### config.mk
export PLATFORM = sky130hd
export DESIGN_NAME = wb_arbiter_flat
export DESIGN_NICKNAME = d
export VERILOG_FILES = /design/src/rtl/wb_arbiter_if.sv /design/src/rtl/wb_arbiter.sv /design/src/flat_wrapper.sv
export SDC_FILE = /design/constraint.sdc
export NUM_CORES = 1
export LEC_CHECK = 0
export ABC_CLOCK_PERIOD_IN_PS = 3300
export BUFFER_PORTS_ARGS = -buffer_cell sky130_fd_sc_hd__buf_2
export CORE_MARGIN = 4
export CORE_UTILIZATION = 48
export DETAILED_ROUTE_END_ITERATION = 10
export PLACE_DENSITY = 0.78
export SYNTH_ARGS = -nofsm -noshare
export SYNTH_HDL_FRONTEND = slang
export SYNTH_SLANG_ARGS = --single-unit
### constraint.sdc
create_clock -name clk -period 3.3 [get_ports clk]
set_input_delay 0.33 -clock clk [delete_from_list [all_inputs] [get_ports clk]]
set_output_delay 0.33 -clock clk [all_outputs]
set_load 0.02 [all_outputs]
### src/rtl/wb_arbiter_if.sv
// Write-back requester bus: per-source valid/rd/wd toward the arbiter, one-hot ready back.
// A transfer from requester i happens on a rising edge where req_valid[i] & req_ready[i] are both high.
interface wb_arbiter_if #(
  parameter int NUM_REQ = 3
);
  logic [NUM_REQ-1:0]    req_valid;
  logic [5*NUM_REQ-1:0]  req_rd;
  logic [32*NUM_REQ-1:0] req_wd;
  logic [NUM_REQ-1:0]    req_ready;

  modport master (output req_valid, req_rd, req_wd, input req_ready);
  modport slave  (input req_valid, req_rd, req_wd, output req_ready);
endinterface

### src/rtl/wb_arbiter.sv
// Round-robin arbiter sharing the register-file write port among NUM_REQ write-back sources.
// Define WB_ARB_PRIO_EN to give requester 0 fixed top priority over the round-robin group.
module wb_arbiter #(
  parameter int NUM_REQ = 3,
  parameter int IDX_W   = 2
) (
  input  logic             clk,
  input  logic             rst,
  input  logic             stall,
  wb_arbiter_if.slave      bus,
  output logic             rf_we,
  output logic [4:0]       rf_rd,
  output logic [31:0]      rf_wd,
  output logic [IDX_W-1:0] grant_idx
);

`ifdef WB_ARB_PRIO_EN
  localparam bit PRIO_EN = 1'b1;
`else
  localparam bit PRIO_EN = 1'b0;
`endif

  logic [IDX_W-1:0]   rr_ptr;
  logic [IDX_W-1:0]   gnt_idx;
  logic [NUM_REQ-1:0] gnt;
  logic               xfer;
  logic               hold_ptr;
  logic [4:0]         sel_rd;
  logic [31:0]        sel_wd;

  always_comb begin
    int p;
    p        = 0;
    gnt      = '0;
    gnt_idx  = '0;
    xfer     = 1'b0;
    hold_ptr = 1'b0;
    sel_rd   = '0;
    sel_wd   = '0;
    if (!rst && !stall) begin
      // Priority requester 0 wins outright and leaves the rotation untouched.
      if (PRIO_EN && bus.req_valid[0]) begin
        gnt[0]   = 1'b1;
        xfer     = 1'b1;
        hold_ptr = 1'b1;
        sel_rd   = bus.req_rd[4:0];
        sel_wd   = bus.req_wd[31:0];
      end else begin
        for (int k = 0; k < NUM_REQ; k++) begin
          p = int'(rr_ptr) + k;
          if (p >= NUM_REQ) p = p - NUM_REQ;
          if (!xfer && bus.req_valid[p] && !(PRIO_EN && p == 0)) begin
            gnt[p]  = 1'b1;
            xfer    = 1'b1;
            gnt_idx = IDX_W'(p);
            sel_rd  = bus.req_rd[p*5 +: 5];
            sel_wd  = bus.req_wd[p*32 +: 32];
          end
        end
      end
    end
  end

  assign bus.req_ready = gnt;

  always_ff @(posedge clk) begin
    if (rst) begin
      rr_ptr    <= '0;
      rf_we     <= 1'b0;
      rf_rd     <= '0;
      rf_wd     <= '0;
      grant_idx <= '0;
    end else if (xfer) begin
      // Writes to x0 still complete the handshake but never reach the register file.
      rf_we     <= (sel_rd != 5'd0);
      rf_rd     <= sel_rd;
      rf_wd     <= sel_wd;
      grant_idx <= gnt_idx;
      if (!hold_ptr)
        rr_ptr <= (gnt_idx == IDX_W'(NUM_REQ - 1)) ? '0 : gnt_idx + 1'b1;
    end else begin
      rf_we <= 1'b0;
    end
  end

endmodule
### src/flat_wrapper.sv
// flat-port wrapper written by rule: the top's interface ports become plain ports
module wb_arbiter_flat 
#(
  parameter int NUM_REQ = 3,
  parameter int IDX_W   = 2
)
  (clk, rst, stall, rf_we, rf_rd, rf_wd, grant_idx, bus_req_valid, bus_req_rd, bus_req_wd, bus_req_ready);
  wb_arbiter_if #(.NUM_REQ(NUM_REQ)) bus_i ();
  input  logic clk;
  input  logic rst;
  input  logic stall;
  output logic rf_we;
  output logic [4:0] rf_rd;
  output logic [31:0] rf_wd;
  output logic [IDX_W-1:0] grant_idx;
  input wire logic [$bits(bus_i.req_valid)-1:0] bus_req_valid;
  input wire logic [$bits(bus_i.req_rd)-1:0] bus_req_rd;
  input wire logic [$bits(bus_i.req_wd)-1:0] bus_req_wd;
  output wire logic [$bits(bus_i.req_ready)-1:0] bus_req_ready;
  assign bus_i.req_valid = bus_req_valid;
  assign bus_i.req_rd = bus_req_rd;
  assign bus_i.req_wd = bus_req_wd;
  assign bus_req_ready = bus_i.req_ready;
  wb_arbiter #(.NUM_REQ(NUM_REQ), .IDX_W(IDX_W)) u_core (.clk(clk), .rst(rst), .stall(stall), .bus(bus_i), .rf_we(rf_we), .rf_rd(rf_rd), .rf_wd(rf_wd), .grant_idx(grant_idx));
endmodule
==> impl_metrics.env, run 1 <==
export IMPL_outcome="finished, final reports clean"
export IMPL_synthTopCellsByArea="dfxtp_1 (17%), a21oi_1 (12%), nor2_1 (10%)"
export IMPL_yosys_warnings=0
export IMPL_synth_top_cell_area_share=0.1690
export IMPL_syn_area_per_cell_um2=6.580
export IMPL_async_reset_ff_frac=0
export IMPL_synth_main_ff_cell="dfxtp_1"
export IMPL_synthToLayoutAreaGrowth_pct=21.30
export IMPL_gp_congestion=0.9022
export IMPL_fin_tns_setup_ps=0
export IMPL_synth_seq_cells=42
export IMPL_path_clk_slew_ps=100
export IMPL_hold_class="primary input to register"
export IMPL_antenna_found_initial=0
export IMPL_n_fill_cell=981
export IMPL_cp_start_kind="register"
export IMPL_synth_edf_count=0
export IMPL_clockBufferDepth=2
export IMPL_drc=0
export IMPL_cp_arrival_ps=2860
export IMPL_period_share=0.9653
export IMPL_p_leak_uw=0.002544
export IMPL_synth_compound_area_share=0.3536
export IMPL_grt_ovfl_total=0
export IMPL_worst_pin_slew_ps=1060
export IMPL_skew_ps=15.05
export IMPL_grt_pass1_wl_um=25810
export IMPL_crit_required_ps=2970
export IMPL_viasPerCell=5.947
export IMPL_grt_pass1_vias=5347
export IMPL_cts_buffers=5
export IMPL_utilization=0.6062
export IMPL_nets=1004
export IMPL_fmax_mhz=313.9
export IMPL_core_area_um2=9955
export IMPL_holdWs_ps=433.2
export IMPL_maxSlewHeadroom=0.2906
export IMPL_io_buffers=159
export IMPL_synth_top_area_cell="dfxtp_1"
export IMPL_diodes=0
export IMPL_ir_drop_v=0.0002055
export IMPL_synth_distinct_cells=49
export IMPL_grtUsageTotal=0.2593
export IMPL_cp_max_fo=90
export IMPL_place_detailed_hpwl_um=11270
export IMPL_avgRoutedWirePerCell_um=16.08
export IMPL_rsz0062_at_grt="no"
export IMPL_ctsHoldBuffers=0
export IMPL_cts_tree="done"
export IMPL_crit_type="register to output pin"
export IMPL_fin_area_um2=6035
export IMPL_final_cell_mix="buf_2 (159), nor2_1 (137), a21oi_1 (122)"
export IMPL_layout_commonest_cell="buf_2"
export IMPL_die_h_um=109.8
export IMPL_h_tree_depth=2
export IMPL_vias=6012
export IMPL_syn_nets=882
export IMPL_clock_latency_ps=300
export IMPL_synth_seq_area_share=0.1690
export IMPL_clock_sinks=42
export IMPL_dieWidth_um=109.8
export IMPL_cts_root_buf="clkbuf_8"
export IMPL_setup_viol=0
export IMPL_worstSetupEndpointType="output pin"
export IMPL_drv_slew=0
export IMPL_drtIter0Drc=624
export IMPL_fp_row_count=36
export IMPL_antenna_left=0
export IMPL_wirelength_um=16260
export IMPL_die_area_um2=12060
export IMPL_cellPowerDensity_nw_per_um2=336.9
export IMPL_synth_top_family_by_area="compound AO/OA/AOI/OAI gates"
export IMPL_synth_xor_area_frac=0
export IMPL_grt_max_degree=91
export IMPL_start_util=0.4997
export IMPL_syn_inst=756
export IMPL_synthAdderAreaFrac=0.02616
export IMPL_firstDrtPassIters=6
export IMPL_drive_gt1_frac=0.2790
export IMPL_synthSimpleGateAreaFrac=0.2845
export IMPL_ios=160
export IMPL_hold_violations=0
export IMPL_min_period_ps=3186
export IMPL_place_area_um2=5886
export IMPL_synth_cell_area_um2=4975
export IMPL_synthMuxAreaShare=0.09306
export IMPL_max_cap_violations=0
## worst max-delay path, cell delays in order, from the launching register on
cell     delay, ps
dfxtp_4        390
inv_2           70
ha_2           220
buf_16         230
or4b_4         600
a22oi_4        240
nor2_1         130
o221a_2        300
nor2_1         130
buf_2          190
## where the power goes
part           total, µW  internal, µW  switching, µW  leakage, µW
Clock                440           243            197    0.0000573
Combinational       1020           412            606      0.00214
Sequential           576           550           26.2     0.000346
Total               2030          1200            829      0.00254
## stage by stage
stage	setup WS (ps)	instances	power [µW]
after floorplan	35.37	756	1292
after global placement	189.5	1002	1577
after detailed placement	143.0	1002	1587
after CTS	93.50	1009	2026
after global routing	13.25	1011	2166
final	114.5	1011	2033
## flip-flops by register name, indices dropped and copies added (netlist names)
name,count
u_core.grant_idx,2
u_core.rf_rd,5
u_core.rf_wd,32
u_core.rf_we,1
u_core.rr_ptr,2
## cells in the mapped netlist (2+ instances only)
library cell and number:
nand3_1 3, buf_1 5, a211o_1 2, mux2i_1 44, a211oi_1 12, nand4b_1 2
nor3_1 2, and3_1 4, nor2_1 139, o22ai_1 6, o21ai_1 2, a22oi_1 33
buf_6 4, buf_4 2, inv_1 8, clkbuf_1 34, ha_1 8, o31ai_1 2
a21o_1 2, a21oi_1 122, nand2_1 110, nand2b_1 42, o21ai_0 10, o32ai_1 33
nor2b_1 4, nor2_2 10, a211oi_2 20, buf_2 26, dfxtp_1 42, o221ai_1 2
or4_1 2, mux2_2 2
## logic make-up (layout without fill, tap and decap cells)
family,Yosys count,count (layout)
multiplexers,46,46
AO/OA/AOI/OAI,255,255
AND/OR/NAND/NOR,324,324
buffers and inverters,79,201
flip-flops,42,42
adder cells (fa/ha/maj),10,10
## layout make-up
type	count	area (µm²)	area share
inverter	8	30.03	0.004976
clock inverter	1	30.03	0.004976
tap	133	166.4	0.02758
timing repair buffer	186	1035	0.1715
sequential	42	845.8	0.1402
clock buffer	6	82.58	0.01368
multi-input combinational	635	3845	0.6372
## per-layer routing
layer,global-route usage,routed length [µm],vias up
met5,0,0,-
met4,0.05343,184,0
met1,0.3592,7146,2753
met2,0.4259,7447,304
met3,0.03876,1478,18
li1,-,-,2937
## what timing repair did
action / CTS / global route
setup endpoints to repair: 2 / 4
resized for setup: 3 / 4
setup buffers: 0 / 2
pin swaps: 0 / 1
## final timing paths
kind / slack (ps) / cells past startpoint / end / startpoint
worst max-delay path: 110 / 9 / bus_req_ready[2] / u_core.rr_ptr[0]
worst min-delay path: 430 / 4 / u_core.rf_rd[3] / stall
worst max register to register: 180 / 10 / u_core.rf_we / u_core.rr_ptr[0]
worst min register to register: 460 / 2 / u_core.rf_rd[1] / u_core.rf_rd[1]
No activity file was read; power rests on OpenSTA's default activity.
==> inputs of run 2 (changes only) <==
--- a/config.mk
+++ b/config.mk
@@ -5,12 +5,14 @@
 export SDC_FILE = /design/constraint.sdc
 export NUM_CORES = 1
 export LEC_CHECK = 0
+export ABC_AREA = 1
 export ABC_CLOCK_PERIOD_IN_PS = 3300
 export BUFFER_PORTS_ARGS = -buffer_cell sky130_fd_sc_hd__buf_2
 export CORE_MARGIN = 4
-export CORE_UTILIZATION = 48
+export CORE_UTILIZATION = 49
+export CTS_BUF_LIST = sky130_fd_sc_hd__clkbuf_8
 export DETAILED_ROUTE_END_ITERATION = 10
-export PLACE_DENSITY = 0.78
+export PLACE_DENSITY = 0.79
 export SYNTH_ARGS = -nofsm -noshare
 export SYNTH_HDL_FRONTEND = slang
 export SYNTH_SLANG_ARGS = --single-unit
==> run 2 against run 1 <==
  * Setup slack improved by 85 ps
  * Clock skew fell by 6.6 ps
  * Count of clock-buffer cells in the layout fell by 1
  * Via count rose by 16%
  * Core utilization fell by 2.0 points
  * Routed wire length rose by 16%
  * Highest routed layer unchanged
==> impl_metrics.env, run 2 <==
export IMPL_r2r_slack_ps=310
export IMPL_max_cap_violations=0
export IMPL_antenna_left=0
export IMPL_dieWidth_um=111.0
export IMPL_cts_resized=0
export IMPL_layout_commonest_cell="nand2_1"
export IMPL_antenna_found_initial=0
export IMPL_hold_violations=0
export IMPL_largest_register_ffs=32
export IMPL_regMostFlops="u_core.rf_wd"
export IMPL_yosys_top_cells_count="nand2_1 (250), o21ai_0 (112), a21oi_1 (109), inv_1 (93), nand3_1 (70)"
export IMPL_grtUsageTotal=0.2883
export IMPL_drive_gt1_frac=0.1909
export IMPL_min_period_ps=3101
export IMPL_hold_class="primary input to register"
export IMPL_synthTopCellsByArea="nand2_1 (18%), dfxtp_1 (16%), o21ai_0 (11%)"
export IMPL_post_cts_buffers=0
export IMPL_avgRoutedWirePerCell_um=15.73
export IMPL_fin_tns_setup_ps=0
export IMPL_synth_main_ff_cell="dfxtp_1"
export IMPL_synth_edf_count=0
export IMPL_cts_buffers=5
export IMPL_synth_seq_area_share=0.1619
export IMPL_worstSetupEndpointType="output pin"
export IMPL_drtIter0Drc=811
export IMPL_h_tree_depth=2
export IMPL_yosys_warnings=0
export IMPL_place_detailed_hpwl_um=12240
export IMPL_place_area_um2=5929
export IMPL_outcome="finished, final reports clean"
export IMPL_wirelength_um=18780
export IMPL_synth_cell_area_um2=5194
export IMPL_synth_top_cell_area_share=0.1807
export IMPL_diodes=0
export IMPL_synth_seq_cells=42
export IMPL_die_area_um2=12310
export IMPL_setup_viol=0
export IMPL_clockBufferDepth=2
export IMPL_cts_tree="done"
export IMPL_fin_area_um2=6053
export IMPL_grt_max_degree=80
export IMPL_start_util=0.5031
export IMPL_yosysMostFrequentCell="nand2_1"
export IMPL_period_share=0.9396
export IMPL_cp_max_fo=50
export IMPL_grt_pass1_vias=6156
export IMPL_io_buffers=159
export IMPL_fp_row_count=37
export IMPL_die_h_um=111.0
export IMPL_largestRegisters="u_core.rf_wd: 32 flops, u_core.rf_rd: 5 flops"
export IMPL_cp_start_kind="register"
export IMPL_crit_type="register to output pin"
export IMPL_cellPowerDensity_nw_per_um2=469.0
export IMPL_cp_arrival_ps=2770
export IMPL_nets=1183
export IMPL_fmax_mhz=322.5
export IMPL_drv_slew=0
export IMPL_skew_ps=8.416
export IMPL_final_cell_mix="nand2_1 (250), buf_2 (159), o21ai_0 (112)"
export IMPL_syn_nets=1079
export IMPL_gp_congestion=0.9475
export IMPL_clock_sinks=42
export IMPL_crit_required_ps=2970
export IMPL_rsz0062_at_grt="no"
export IMPL_p_leak_uw=0.002973
export IMPL_grt_ovfl_total=0
export IMPL_synth_distinct_cells=29
export IMPL_syn_inst=953
export IMPL_clock_latency_ps=310
export IMPL_worst_pin_slew_ps=723.2
export IMPL_cts_root_buf="clkbuf_8"
export IMPL_maxSlewHeadroom=0.5178
export IMPL_synth_top_area_cell="nand2_1"
export IMPL_syn_area_per_cell_um2=5.450
export IMPL_drc=0
export IMPL_synthToLayoutAreaGrowth_pct=16.55
export IMPL_async_reset_ff_frac=0
export IMPL_grt_pass1_wl_um=30280
export IMPL_ctsHoldBuffers=0
export IMPL_ios=160
export IMPL_core_area_um2=10320
export IMPL_firstDrtPassIters=5
export IMPL_path_clk_slew_ps=100
export IMPL_ir_drop_v=0.0002885
export IMPL_viasPerCell=5.823
export IMPL_vias=6953
==> run 2: cell count changes in the layout (fill, tap and decap cells not counted), moves of 44 or more <==
cell and delta:
nand2_1 +140, inv_1 +86, o21ai_0 +102, o211ai_1 +64
mux2i_1 -44, nand3_1 +67, nor2_1 -78
==> run 2: final timing paths <==
path	startpoint	endpoint	cells after the start
setup / recovery	u_core.rr_ptr[1]	bus_req_ready[0]	12
hold / removal	stall	u_core.rf_rd[3]	4
setup reg to reg	u_core.rr_ptr[1]	u_core.rf_wd[14]	12
hold reg to reg	u_core.rf_wd[25]	u_core.rf_wd[25]	2
==> run 2: kinds of logic after synthesis <==
logic type                 Yosys count  share of synthesized area
buffers and inverters              179                     0.1465
adders and majority gates            9                    0.02313
and+or+nand+nor                    393                     0.3093
AOI/OAI and AO/OA                  330                     0.3592
DFF                                 42                     0.1619
==> run 2: worst max-delay path: stages, from the launching register on <==
cell	delay, ps
dfxtp_1	450
inv_1	140
ha_2	220
inv_2	60
buf_4	490
nand2_1	100
nand3_1	90
nand2_1	130
nand2_2	240
o22ai_1	100
a21oi_1	190
nor2_1	70
buf_2	160
==> run 2: routing by layer <==
layer	track usage	wire length, µm	vias up
li1	-	-	3415
met1	0.3953	7646	3060
met2	0.4612	8520	443
met3	0.05240	2259	35
met4	0.08456	354	0
met5	0	0	-
==> run 2: area by class of cell <==
cell class	instances	area (µm²)
Sequential cell	42	840.8
Fill cell	1079	4270
Multi-Input combinational cell	732	3608
Clock buffer	5	68.82
Clock inverter	3	43.79
Tap cell	136	170.2
Timing Repair Buffer	179	957.2
Inverter	97	364.1
==> run 2: where the power goes <==
group	leakage (µW)	switching (µW)	internal [µW]
combinational	0.00257	1170	604
clock	0.0000585	226	228
sequential	0.000342	34.8	574
==> run 2: per-stage QoR <==
stage | hold WS [ps] | power, µW | util | std cells | setup slack [ps]
after floorplan | 493.9 | 1927 | - | 953 | 574.0
after global placement | 450.5 | 2343 | 0.5744 | 1186 | 435.1
after detailed placement | 452.5 | 2356 | 0.5744 | 1186 | 369.1
after CTS | 398.7 | 2816 | 0.5853 | 1194 | 164.1
after global routing | 427.6 | 3076 | 0.5864 | 1194 | 27.33
final | 419.0 | 2839 | 0.5864 | 1194 | 199.4
==> inputs of run 3 (changes only) <==
--- a/config.mk
+++ b/config.mk
@@ -8,7 +8,8 @@
 export ABC_AREA = 1
 export ABC_CLOCK_PERIOD_IN_PS = 3300
 export BUFFER_PORTS_ARGS = -buffer_cell sky130_fd_sc_hd__buf_2
-export CORE_MARGIN = 4
+export CORE_ASPECT_RATIO = 1.1
+export CORE_MARGIN = 2
 export CORE_UTILIZATION = 49
 export CTS_BUF_LIST = sky130_fd_sc_hd__clkbuf_8
 export DETAILED_ROUTE_END_ITERATION = 10
==> run 3 against run 2 <==
  * Clock power shrank 20%
  * Final cell count increased by 0.84%
  * Setup slack improved by 120 ps
  * Fmax is 4.1% higher
  * Power decreased by 2.4%
  * Largest cell class unchanged
  * Highest routed layer unchanged
==> impl_metrics.env, run 3 (synthesis gave the netlist of run 2 again) <==
export IMPL_outcome="finished, final reports clean"
export IMPL_worst_pin_slew_ps=709.8
export IMPL_path_clk_slew_ps=100
export IMPL_cp_max_fo=37
export IMPL_crit_required_ps=2970
export IMPL_diodes=0
export IMPL_io_buffers=159
export IMPL_grt_pass1_vias=6216
export IMPL_clock_latency_ps=310
export IMPL_p_sw_frac=0.5178
export IMPL_multi_input_area_um2=3608
export IMPL_power_switching_uw=1435
export IMPL_setup_viol=0
export IMPL_fin_area_um2=6063
export IMPL_fin_tns_setup_ps=0
export IMPL_firstDrtPassIters=6
export IMPL_cellPowerDensity_nw_per_um2=456.9
export IMPL_drc=0
export IMPL_skew_ps=7.547
export IMPL_h_tree_depth=2
export IMPL_cts_buffers=5
export IMPL_drtIter0Drc=761
export IMPL_ios=160
export IMPL_rsz0062_at_grt="no"
export IMPL_slowest_delay_ps=440
export IMPL_worstSetupEndpointType="output pin"
export IMPL_die_area_um2=11440
export IMPL_vias=6960
export IMPL_drive_gt1_frac=0.1932
export IMPL_synthToLayoutAreaGrowth_pct=16.74
export IMPL_place_detailed_hpwl_um=12530
export IMPL_wirelength_um=18660
export IMPL_layout_commonest_cell="nand2_1"
export IMPL_pwr_share_comb=0.648
export IMPL_cp_start_kind="register"
export IMPL_hold_class="primary input to register"
export IMPL_cpMaxStageDelayCell="dfxtp_1"
export IMPL_largest_register_ffs=32
export IMPL_core_area_um2=10340
export IMPL_power_uw=2770
export IMPL_maxSlewHeadroom=0.5261
export IMPL_antenna_left=0
export IMPL_seq_area_um2=840.8
export IMPL_utilization=0.5861
export IMPL_grt_pass1_wl_um=29850
export IMPL_fp_row_count=39
export IMPL_viasPerCell=5.781
export IMPL_clockBufferDepth=2
export IMPL_crit_type="register to output pin"
export IMPL_n_fill_cell=1142
export IMPL_p_seq_frac=0.220
export IMPL_cp_startpoint="u_core.rr_ptr[0]"
export IMPL_p_leak_uw=0.002971
export IMPL_ctsHoldBuffers=0
export IMPL_cp_arrival_ps=2650
export IMPL_min_from="stall"
export IMPL_fmax_mhz=335.8
export IMPL_grtUsageTotal=0.3216
export IMPL_crit_chain="inv_1 > ha_2 > buf_4 > nand2_2 > inv_1 > nand2_1 > nand3_1 > nand2_2 > o21a_1 > a21oi_1 > buf_2"
export IMPL_largestRegisters="u_core.rf_wd: 32 flops, u_core.rf_rd: 5 flops"
export IMPL_hold_violations=0
export IMPL_drv_slew=0
export IMPL_regMostFlops="u_core.rf_wd"
export IMPL_ir_drop_v=0.0002695
export IMPL_cts_tree="done"
export IMPL_gp_congestion=0.9546
export IMPL_crit_reg2reg_launch="u_core.rr_ptr[0]"
export IMPL_avgRoutedWirePerCell_um=15.50
export IMPL_nets=1186
export IMPL_p_int_uw=1336
export IMPL_cts_root_buf="clkbuf_8"
export IMPL_start_util=0.5021
export IMPL_final_cell_mix="nand2_1 (250), buf_2 (159), o21ai_0 (112)"
export IMPL_place_area_um2=5973
export IMPL_period_share=0.9024
export IMPL_max_cap_violations=0
export IMPL_die_h_um=112.0
export IMPL_antenna_found_initial=0
export IMPL_dieWidth_um=102.2
export IMPL_grt_max_degree=61
export IMPL_clock_sinks=42
export IMPL_p_clk_frac=0.132
export IMPL_cts_resized=0
export IMPL_min_period_ps=2978
export IMPL_grt_ovfl_total=0
export IMPL_post_cts_buffers=0
## run 3: cell count changes in the layout (fill, tap and decap cells not counted)
| cell | before | now |
|---|---|---|
| buf_4 | 17 | 22 |
| buf_12 | 0 | 1 |
| inv_6 | 1 | 0 |
| clkinvlp_4 | 0 | 1 |
| bufinv_16 | 1 | 0 |
| buf_6 | 3 | 0 |
| clkinv_4 | 0 | 1 |
## run 3: final cells by class
type | instances | area share
clock buffers | 5 | 0.01135
clock inverters | 3 | 0.003508
inverters | 97 | 0.06005
multi-input cells | 732 | 0.5951
flip-flops and latches | 42 | 0.1387
well taps | 143 | 0.02951
repair buffers | 182 | 0.1618
## run 3: worst max-delay path, delay by kind of cell (launching register included)
family	cells	cell delay (ps)
compound gates	2	380
fa+ha+maj	1	350
flops	1	440
simple gates	4	360
buf+inv	4	790
## run 3: through the flow
| step | hold slack (ps) | instances | worst slack [ps] |
|---|---|---|---|
| 2_1_floorplan | 493.9 | 953 | 574.0 |
| 3_3_place_gp | 447.9 | 1196 | 472.4 |
| 3_5_place_dp | 452.0 | 1196 | 432.3 |
| 4_1_cts | 392.3 | 1204 | 330.0 |
| 5_1_grt | 425.2 | 1204 | 110.1 |
| 6_report | 404.8 | 1204 | 322.2 |
## run 3: worst paths after layout
kind	to	slack (ps)	cells past startpoint
worst min-delay path	u_core.rf_rd[3]	400	4
worst max register to register	u_core.rf_we	380	15
worst max-delay path	bus_req_ready[1]	320	11
worst min register to register	u_core.rf_wd[21]	460	2
## run 3: layer usage
metal / track usage / part of all wire / up-vias
met5: 0 / 0 / -
met4: 0.1360 / 0.033 / 0
met3: 0.04269 / 0.11 / 60
met2: 0.5026 / 0.46 / 449
met1: 0.4410 / 0.40 / 3024
li1: - / - / 3427
## run 3: power by group through the flow
stage,clock network [µW],logic [µW],registers (µW)
CTS,370,1760,610
floorplan,0,1230,696
global placement,0,1740,619
global route,395,1990,618
finish,365,1790,610
detailed placement,0,1760,621
